$ cat config.mk
export PLATFORM = sky130hd
export DESIGN_NAME = range_tracker
export DESIGN_NICKNAME = d
export VERILOG_FILES = /design/src/rtl/range_tracker.sv
export SDC_FILE = /design/constraint.sdc
export NUM_CORES = 1
export LEC_CHECK = 0
export CORE_MARGIN = 10
export CORE_UTILIZATION = 60
export CTS_CLUSTER_SIZE = 14
export DETAILED_ROUTE_END_ITERATION = 10
export HOLD_SLACK_MARGIN = 0.15
export MAX_ROUTING_LAYER = met4
export PLACE_DENSITY_LB_ADDON = 0.1
export SETUP_SLACK_MARGIN = 0.05
export SYNTH_ARGS = -nofsm -noshare
export SYNTH_HDL_FRONTEND = slang
export SYNTH_SLANG_ARGS = --single-unit
$ cat constraint.sdc
create_clock -name clock -period 4.57 [get_ports clock]
set_input_delay 0.6855 -clock clock [delete_from_list [all_inputs] [get_ports clock]]
set_output_delay 0.6855 -clock clock [all_outputs]
set_load 0.05 [all_outputs]
$ cat src/rtl/range_tracker.sv
// rtl/range_tracker.sv - burst range/max/min/count tracker with busy/valid/error handshake
//
// Captures a burst of samples framed by go (first sample) and finish (last
// sample) and reports, according to the mode latched at go, the range
// (max-min), max, min or sample count of the burst. The result is presented
// one cycle after finish and holds until the next accepted go.
//
// Optional build macro: RANGE_TRACKER_MIDPOINT_EN
//   When defined, mode 11 returns the midpoint (max+min)>>>1 instead of the
//   count. The count register is still kept.
//
// Ports:
//   clock    in   system clock, rising edge
//   reset    in   asynchronous active-low reset
//   go       in   start of capture, data_in this cycle is the first sample
//   finish   in   end of capture, data_in this cycle is the last sample
//   mode     in   [1:0] 00 range, 01 max, 10 min, 11 count (or midpoint)
//   data_in  in   [WIDTH-1:0] sample bus
//   result   out  [WIDTH:0] selected result, zero/sign extended
//   valid    out  result is stable and valid
//   busy     out  capture in progress
//   error    out  sticky protocol error, cleared by the next accepted go
module range_tracker #(
  parameter int WIDTH     = 9,
  parameter bit SIGNED    = 1'b0,
  parameter int CNT_WIDTH = 8
) (
  input  logic             clock,
  input  logic             reset,
  input  logic             go,
  input  logic             finish,
  input  logic [1:0]       mode,
  input  logic [WIDTH-1:0] data_in,
  output logic [WIDTH:0]   result,
  output logic             valid,
  output logic             busy,
  output logic             error
);

  typedef enum logic [1:0] {
    IDLE    = 2'd0,
    COLLECT = 2'd1,
    DONE    = 2'd2
  } state_t;

  state_t               state;
  logic [WIDTH-1:0]     min_q;
  logic [WIDTH-1:0]     max_q;
  logic [CNT_WIDTH-1:0] cnt_q;
  logic [1:0]           mode_q;

  logic [WIDTH-1:0]     min_nx;
  logic [WIDTH-1:0]     max_nx;
  logic [CNT_WIDTH-1:0] cnt_nx;

  // Final values of the capture as they will stand after this cycle's sample.
  logic [WIDTH-1:0]     fmin;
  logic [WIDTH-1:0]     fmax;
  logic [CNT_WIDTH-1:0] fcnt;
  logic [1:0]           fmode;
  logic [WIDTH:0]       res_nx;

  function automatic logic less(input logic [WIDTH-1:0] a, input logic [WIDTH-1:0] b);
    if (SIGNED) return ($signed(a) < $signed(b));
    else        return (a < b);
  endfunction

  // Widen by one bit so that range and midpoint arithmetic cannot overflow.
  function automatic logic [WIDTH:0] ext(input logic [WIDTH-1:0] a);
    return SIGNED ? {a[WIDTH-1], a} : {1'b0, a};
  endfunction

  always_comb begin
    min_nx = less(data_in, min_q) ? data_in : min_q;
    max_nx = less(max_q, data_in) ? data_in : max_q;
    cnt_nx = (cnt_q == {CNT_WIDTH{1'b1}}) ? cnt_q : cnt_q + CNT_WIDTH'(1);
  end

  // Outside COLLECT only a go+finish single-sample capture can produce a
  // result, so the final values are the current sample and the live mode.
  always_comb begin
    if (state == COLLECT) begin
      fmin  = min_nx;
      fmax  = max_nx;
      fcnt  = cnt_nx;
      fmode = mode_q;
    end else begin
      fmin  = data_in;
      fmax  = data_in;
      fcnt  = CNT_WIDTH'(1);
      fmode = mode;
    end
  end

`ifdef RANGE_TRACKER_MIDPOINT_EN
  logic [WIDTH:0] mid_sum;
  assign mid_sum = ext(fmax) + ext(fmin);
`endif

  always_comb begin
    res_nx = '0;
    case (fmode)
      2'b00:   res_nx = ext(fmax) - ext(fmin);
      2'b01:   res_nx = ext(fmax);
      2'b10:   res_nx = ext(fmin);
      default: begin
`ifdef RANGE_TRACKER_MIDPOINT_EN
        // Arithmetic shift rounds toward negative infinity in signed mode.
        if (SIGNED) res_nx = $signed(mid_sum) >>> 1;
        else        res_nx = mid_sum >> 1;
`else
        res_nx = (WIDTH+1)'(fcnt);
`endif
      end
    endcase
  end

  always_ff @(posedge clock or negedge reset) begin
    if (!reset) begin
      state  <= IDLE;
      min_q  <= '0;
      max_q  <= '0;
      cnt_q  <= '0;
      mode_q <= '0;
      result <= '0;
      valid  <= 1'b0;
      busy   <= 1'b0;
      error  <= 1'b0;
    end else begin
      case (state)
        IDLE, DONE: begin
          if (go) begin
            mode_q <= mode;
            min_q  <= data_in;
            max_q  <= data_in;
            cnt_q  <= CNT_WIDTH'(1);
            error  <= 1'b0;
            if (finish) begin
              state  <= DONE;
              valid  <= 1'b1;
              busy   <= 1'b0;
              result <= res_nx;
            end else begin
              state <= COLLECT;
              valid <= 1'b0;
              busy  <= 1'b1;
            end
          end else if (finish && state == IDLE) begin
            // A stray finish in DONE is harmless; only IDLE flags it.
            error <= 1'b1;
          end
        end
        COLLECT: begin
          if (go) begin
            error  <= 1'b1;
            state  <= IDLE;
            busy   <= 1'b0;
            valid  <= 1'b0;
            result <= '0;
            min_q  <= '0;
            max_q  <= '0;
            cnt_q  <= '0;
          end else begin
            min_q <= min_nx;
            max_q <= max_nx;
            cnt_q <= cnt_nx;
            if (finish) begin
              state  <= DONE;
              busy   <= 1'b0;
              valid  <= 1'b1;
              result <= res_nx;
            end
          end
        end
        default: state <= IDLE;
      endcase
    end
  end

endmodule

==> results_dict.tcl, run 1 <==
set metrics [dict create \
    drtIter0Drc 484 \
    first_pass_iters 6 \
    wl_per_cell_um 21.7 \
    syn-num-nets 512 \
    cp.required_ns 4.75 \
    yosysWarnings 0 \
    ant_nets 0 \
    ys.flop_type "dfrtp_1" \
    timing.fmax_mhz 236 \
    cts.clk_slew.worst_paths_ns 0.10 \
    root_buffer "clkbuf_8" \
    synth_edf_count 0 \
    p_switching_mw 0.718 \
    cp.arrival_ns 4.42 \
    grt_pass1_wl_um 20100 \
    cts_buffers 5 \
    p_clk_frac 0.174 \
    maxCapViolations 0 \
    syn_area_per_cell_um2 8.55 \
    endpoint_kind "flop" \
    grt-ovfl-total 0 \
    synth_cell_types 74 \
    setup_slack_ns 0.333 \
    core_um2 6420 \
    worst_slew_pin_slew_ns 1.20 \
    die_area_um2 10400 \
    power.internal_mw 0.869 \
    slew_headroom 0.192 \
    skew_ns 0.0109 \
    cts_hold_buf 0 \
    reg2reg_slack_ns 0.73 \
    grt-busiest-layer "met2" \
    slew_violations 0 \
    async_flop_share 1.00 \
    use_met3 0.0405 \
    insertion_delay_ns 0.32 \
    crit_type "primary input to flop" \
    rows 29 \
    fin_area_um2 4500 \
    irDropWorstVdd_uv 208 \
    clock_sinks 43 \
    crit_fanout 5 \
    fin_util 0.701 \
    combPwrFrac 0.481 \
    final.fill_count 534 \
    dr_total_vias 4022 \
    io_buffers 27 \
    die_x_um 102 \
    min_path_type "flop to flop" \
    period_needed_ns 4.24 \
    placed_cells 569 \
    diodes 0 \
    startpoint_type "primary input" \
    grt_max_degree 44 \
    grt.met2_usage 0.399 \
    ys_ff_latch 43 \
    sw_frac_of_total 0.453 \
    antenna_found_initial 0 \
    ctsResizeCount 0 \
    via_per_inst 6.97 \
    ios 28 \
    setup_viol 0 \
    rsz0062_at_grt "no" \
    postCtsSetupBuffers 0 \
    cts_tree "yes" \
    fin_cells 577 \
    status "complete, no violations" \
    fp.dieH_um 102 \
    syn_area_um2 4020 \
    use_met1 0.313 \
    nets 541 \
    drcViolationCount 0 \
    placed_cell_area_um2 4400 \
    hold_viol 0 \
    grtUsageTotal 0.252 \
    pre_cts_slack_ns -0.0251 \
    grt_pass1_vias 3817 \
    postSynthCellCount 470 \
    pwr-share-seq 0.346 \
    ys_seq_area_frac 0.268 \
    hold_slack_ns 0.485 \
    place_hpwl_um 9470 \
    wirelength_um 12500 \
    period_share 0.927 \
    drive_gt1_frac 0.120 \
    initial_core_util 0.626 \
    area_growth_pct 12.0 \
    htreeDepth 2 \
    p_leak_nw 2.02 \
    cts_buffer_depth 2 \
    power_density_nw_per_um2 353 \
    gp_congestion 1.05 \
]
worst max-delay path, stage by stage:
cell             delay [ns]
clkdlybuf4s50_1        0.50
ha_1                   0.35
nand4_1                0.18
nor2_2                 0.10
a21o_4                 0.25
o21ai_2                0.26
mux2_2                 0.39
ha_1                   0.22
fa_1                   0.40
nand2b_1               0.19
a21oi_2                0.19
o21a_1                 0.20
o211ai_1               0.13
a311oi_1               0.22
o221ai_1               0.15
registers in the layout (all words and copies together) (netlist names):
| register | count |
|---|---|
| busy | 1 |
| cnt_q | 8 |
| error | 1 |
| max_q | 9 |
| min_q | 9 |
| mode_q | 2 |
| result | 10 |
| state | 2 |
| valid | 1 |
worst paths after layout:
kind / endpoint / start / cells after the start
worst max-delay path: result[6]$_DFFE_PN0P_ / data_in[7] / 15
worst min-delay path: result[9]$_DFFE_PN0P_ / result[9]$_DFFE_PN0P_ / 1
worst max register to register: result[6]$_DFFE_PN0P_ / min_q[6]$_DFFE_PN0P_ / 15
worst min register to register: result[9]$_DFFE_PN0P_ / result[9]$_DFFE_PN0P_ / 1
max in group asynchronous: result[6]$_DFFE_PN0P_ / reset / 1
min in group asynchronous: min_q[1]$_DFFE_PN0P_ / reset / 1
logic make-up after synthesis:
group | share of synthesized area
AOI/OAI and AO/OA | 0.328
and+or+nand+nor | 0.188
buffers and inverters | 0.0616
DFF | 0.268
xor gates and xnor gates | 0.0109
adders and majority gates | 0.0859
muxes | 0.0582
through the flow:
stage / power, mW / setup TNS [ns]
after global routing: 1.67 / 0
after floorplan: 1.06 / 0
after CTS: 1.57 / 0
after detailed placement: 1.30 / -0.0457
after global placement: 1.28 / 0
final: 1.59 / 0
synth_stat cells (4+ instances only):
master    number  area, um^2
o221ai_1       5        43.8
a31oi_1        8        50.1
inv_1         27         101
o21ai_0       18        90.1
a22oi_1        5        37.5
nor2_1        39         146
clkbuf_1      11        41.3
a221o_1       18         180
nand2_1       36         135
mux2i_1       20         200
nor2_2         4        25.0
nor2b_1        7        43.8
nor3_1         6        30.0
a21o_1         9        67.6
and3_1         8        50.1
o31ai_1        6        45.0
nand2b_1       8        50.1
o211ai_1       7        52.6
nand3_1       12        60.1
nand4_1        6        37.5
o21a_1         5        37.5
a21oi_1       26         130
ha_1          26         325
buf_6          4        45.0
dfrtp_1       43        1080
a32o_1         4        40.0
buf_2          9        45.0
a211oi_1       7        52.6
a22o_1        12         105
or2_2          4        25.0
cell type report:
type                       instances  area, um^2  area share
timing repair buffer              49         433      0.0962
multi-input combinational        373        2700       0.600
sequential                        43        1080       0.239
tap                               77        96.3      0.0214
clock buffer                       5        68.8      0.0153
inverter                          27         101      0.0225
clock inverter                     3        23.8     0.00528
cell usage in the layout, fill, tap and decap left out, types with 8 or more instances in the layout:
master           count
dfrtp_1             43
nor2_1              39
nand2_1             36
inv_1               27
ha_1                26
a21oi_1             25
clkdlybuf4s50_1     25
buf_4               22
mux2i_1             20
o21ai_0             18
a221o_1             18
nand3_1             12
a22o_1              12
a21o_1               9
nand2b_1             8
a31oi_1              8
and3_1               8
per-layer routing:
metal / part of all wire / vias up
met5: 0 / -
met4: 0.036 / 0
met3: 0.074 / 39
met2: 0.47 / 188
met1: 0.42 / 1935
li1: - / 1860
power groups by stage:
stage                     Sequential [mW]  Clock (mW)  Combinational [mW]
after CTS                           0.545       0.273               0.752
final                               0.548       0.275               0.763
after global placement              0.550           0               0.733
after detailed placement            0.553           0               0.747
after floorplan                     0.618           0               0.438
after global routing                0.558       0.285               0.826
(Power assumes the default switching activity.)
==> inputs of run 2 (changes only) <==
Settings changed: RECOVER_POWER from default to 50.
==> run 2 against run 1 <==
The run now ends with capacitance limit, slew limit left. Sequential cell count unchanged. Global-route usage is the same. Non-clock buffer count did not move. Critical path depth did not move. Fmax down 0.23%. Routed wire length fell by 0.18%. Sequential share of layout area about the same. Critical path type unchanged. Highest routed layer unchanged.
==> results_dict.tcl, run 2 (synthesis gave the netlist of run 1 again) <==
set metrics [dict create \
    status "complete, but fails checks" \
    violations "capacitance limit, slew limit" \
    cts_buffers 5 \
    crit_type "primary input to flop" \
    grtUsageTotal 0.252 \
    hold_viol 0 \
    power_density_nw_per_um2 353 \
    diodes 0 \
    cts_tree "yes" \
    critPathLaunch "data_in[7]" \
    ant_nets 0 \
    worst_slew_pin_slew_ns 2.39 \
    nets 541 \
    period_needed_ns 4.25 \
    antenna_found_initial 0 \
    p_leak_nw 2.02 \
    rows 29 \
    reg_top3 "result: 10 flops, max_q: 9 flops, min_q: 9 flops" \
    maxCapViolations 1 \
    initial_core_util 0.626 \
    ios 28 \
    rsz0062_at_grt "no" \
    postCtsSetupBuffers 0 \
    timing.fmax_mhz 235 \
    dr_total_vias 4044 \
    finalPower_mw 1.58 \
    min-delay-start "result[9]$_DFFE_PN0P_" \
    irDropWorstVdd_uv 208 \
    setup_viol 0 \
    slew_violations 44 \
    core_um2 6420 \
    clock_sinks 43 \
    min_path_type "flop to flop" \
    cts_buffer_depth 2 \
    placed_cells 569 \
    skew_ns 0.0114 \
    fp.dieH_um 102 \
    final_common_cell "dfrtp_1" \
    insertion_delay_ns 0.31 \
    root_buffer "clkbuf_8" \
    drive_gt1_frac 0.114 \
    startpoint_type "primary input" \
    die_area_um2 10400 \
    first_pass_iters 5 \
    grt_pass1_wl_um 20100 \
    cp.required_ns 4.75 \
    grt_pass1_vias 3817 \
    endpoint_kind "flop" \
    fin_area_um2 4490 \
    fin_util 0.699 \
    crit_fanout 5 \
    final_cell_mix "dfrtp_1 (43), nor2_1 (40), nand2_1 (36)" \
    grt-ovfl-total 0 \
    drcViolationCount 0 \
    top_register "result" \
    cts.clk_slew.worst_paths_ns 0.10 \
    place_hpwl_um 9470 \
    largest_reg_flops 10 \
    via_per_inst 7.01 \
    slew_headroom -0.593 \
    io_buffers 27 \
    period_share 0.929 \
    gp_congestion 1.05 \
    drtIter0Drc 478 \
    htreeDepth 2 \
    area_growth_pct 11.8 \
    hold_slack_ns 0.484 \
    wirelength_um 12500 \
    fin_cells 577 \
    cp.arrival_ns 4.42 \
    r2r_start "min_q[6]$_DFFE_PN0P_" \
    placed_cell_area_um2 4400 \
    wl_per_cell_um 21.6 \
    grt_max_degree 44 \
    die_x_um 102 \
]
## run 2: worst max-delay path, cell delays in order
cell and delay (ns):
clkdlybuf4s50_1 0.51, ha_1 0.36, nand4_1 0.17, nor2_2 0.10, a21o_4 0.24, o21ai_2 0.25
mux2_2 0.39, ha_1 0.22, fa_1 0.40, nand2b_1 0.19, a21oi_2 0.19, o21a_1 0.20
o211ai_1 0.13, a311oi_1 0.22, o221ai_1 0.15
## run 2: through the flow
stage | setup WS [ns] | TNS (ns)
floorplan | 0.844 | 0
global placement | 0.0991 | 0
detailed placement | -0.0251 | -0.0457
CTS | 0.280 | 0
global route | 0.0954 | 0
finish | 0.323 | 0
## run 2: area by class of cell
class,instances,area (um^2)
Clock inverter,3,23.8
Clock buffer,5,68.8
Sequential cell,43,1080
Timing Repair Buffer,49,428
Inverter,27,101
Tap cell,77,96.3
Multi-Input combinational cell,373,2700
Fill cell,536,1930
## run 2: timing repair
action                                  CTS  global route
endpoints found under the setup margin    0             3
hold buffers                              0             0
resized for setup                         0             3
## run 2: worst paths after layout
path / endpoint / slack [ns] / cells past startpoint
worst max-delay path: result[6]$_DFFE_PN0P_ / 0.32 / 15
worst min-delay path: result[9]$_DFFE_PN0P_ / 0.48 / 1
worst max register to register: result[6]$_DFFE_PN0P_ / 0.74 / 15
worst min register to register: result[9]$_DFFE_PN0P_ / 0.48 / 1
max in group asynchronous: result[6]$_DFFE_PN0P_ / 2.12 / 1
min in group asynchronous: min_q[1]$_DFFE_PN0P_ / 1.09 / 1
## run 2: layer usage
metal	track usage	up-vias	wire, um
met5	-	-	0
li1	-	1862	-
met3	0.0405	37	912
met4	0.103	0	437
met2	0.399	202	5910
met1	0.313	1943	5220
## run 2: power by group
group / internal [mW] / leakage, nW / switching (mW) / total [mW]
sequential: 0.452 / 0.537 / 0.0960 / 0.548
combinational: 0.306 / 1.44 / 0.457 / 0.763
clock: 0.110 / 0.0408 / 0.162 / 0.272
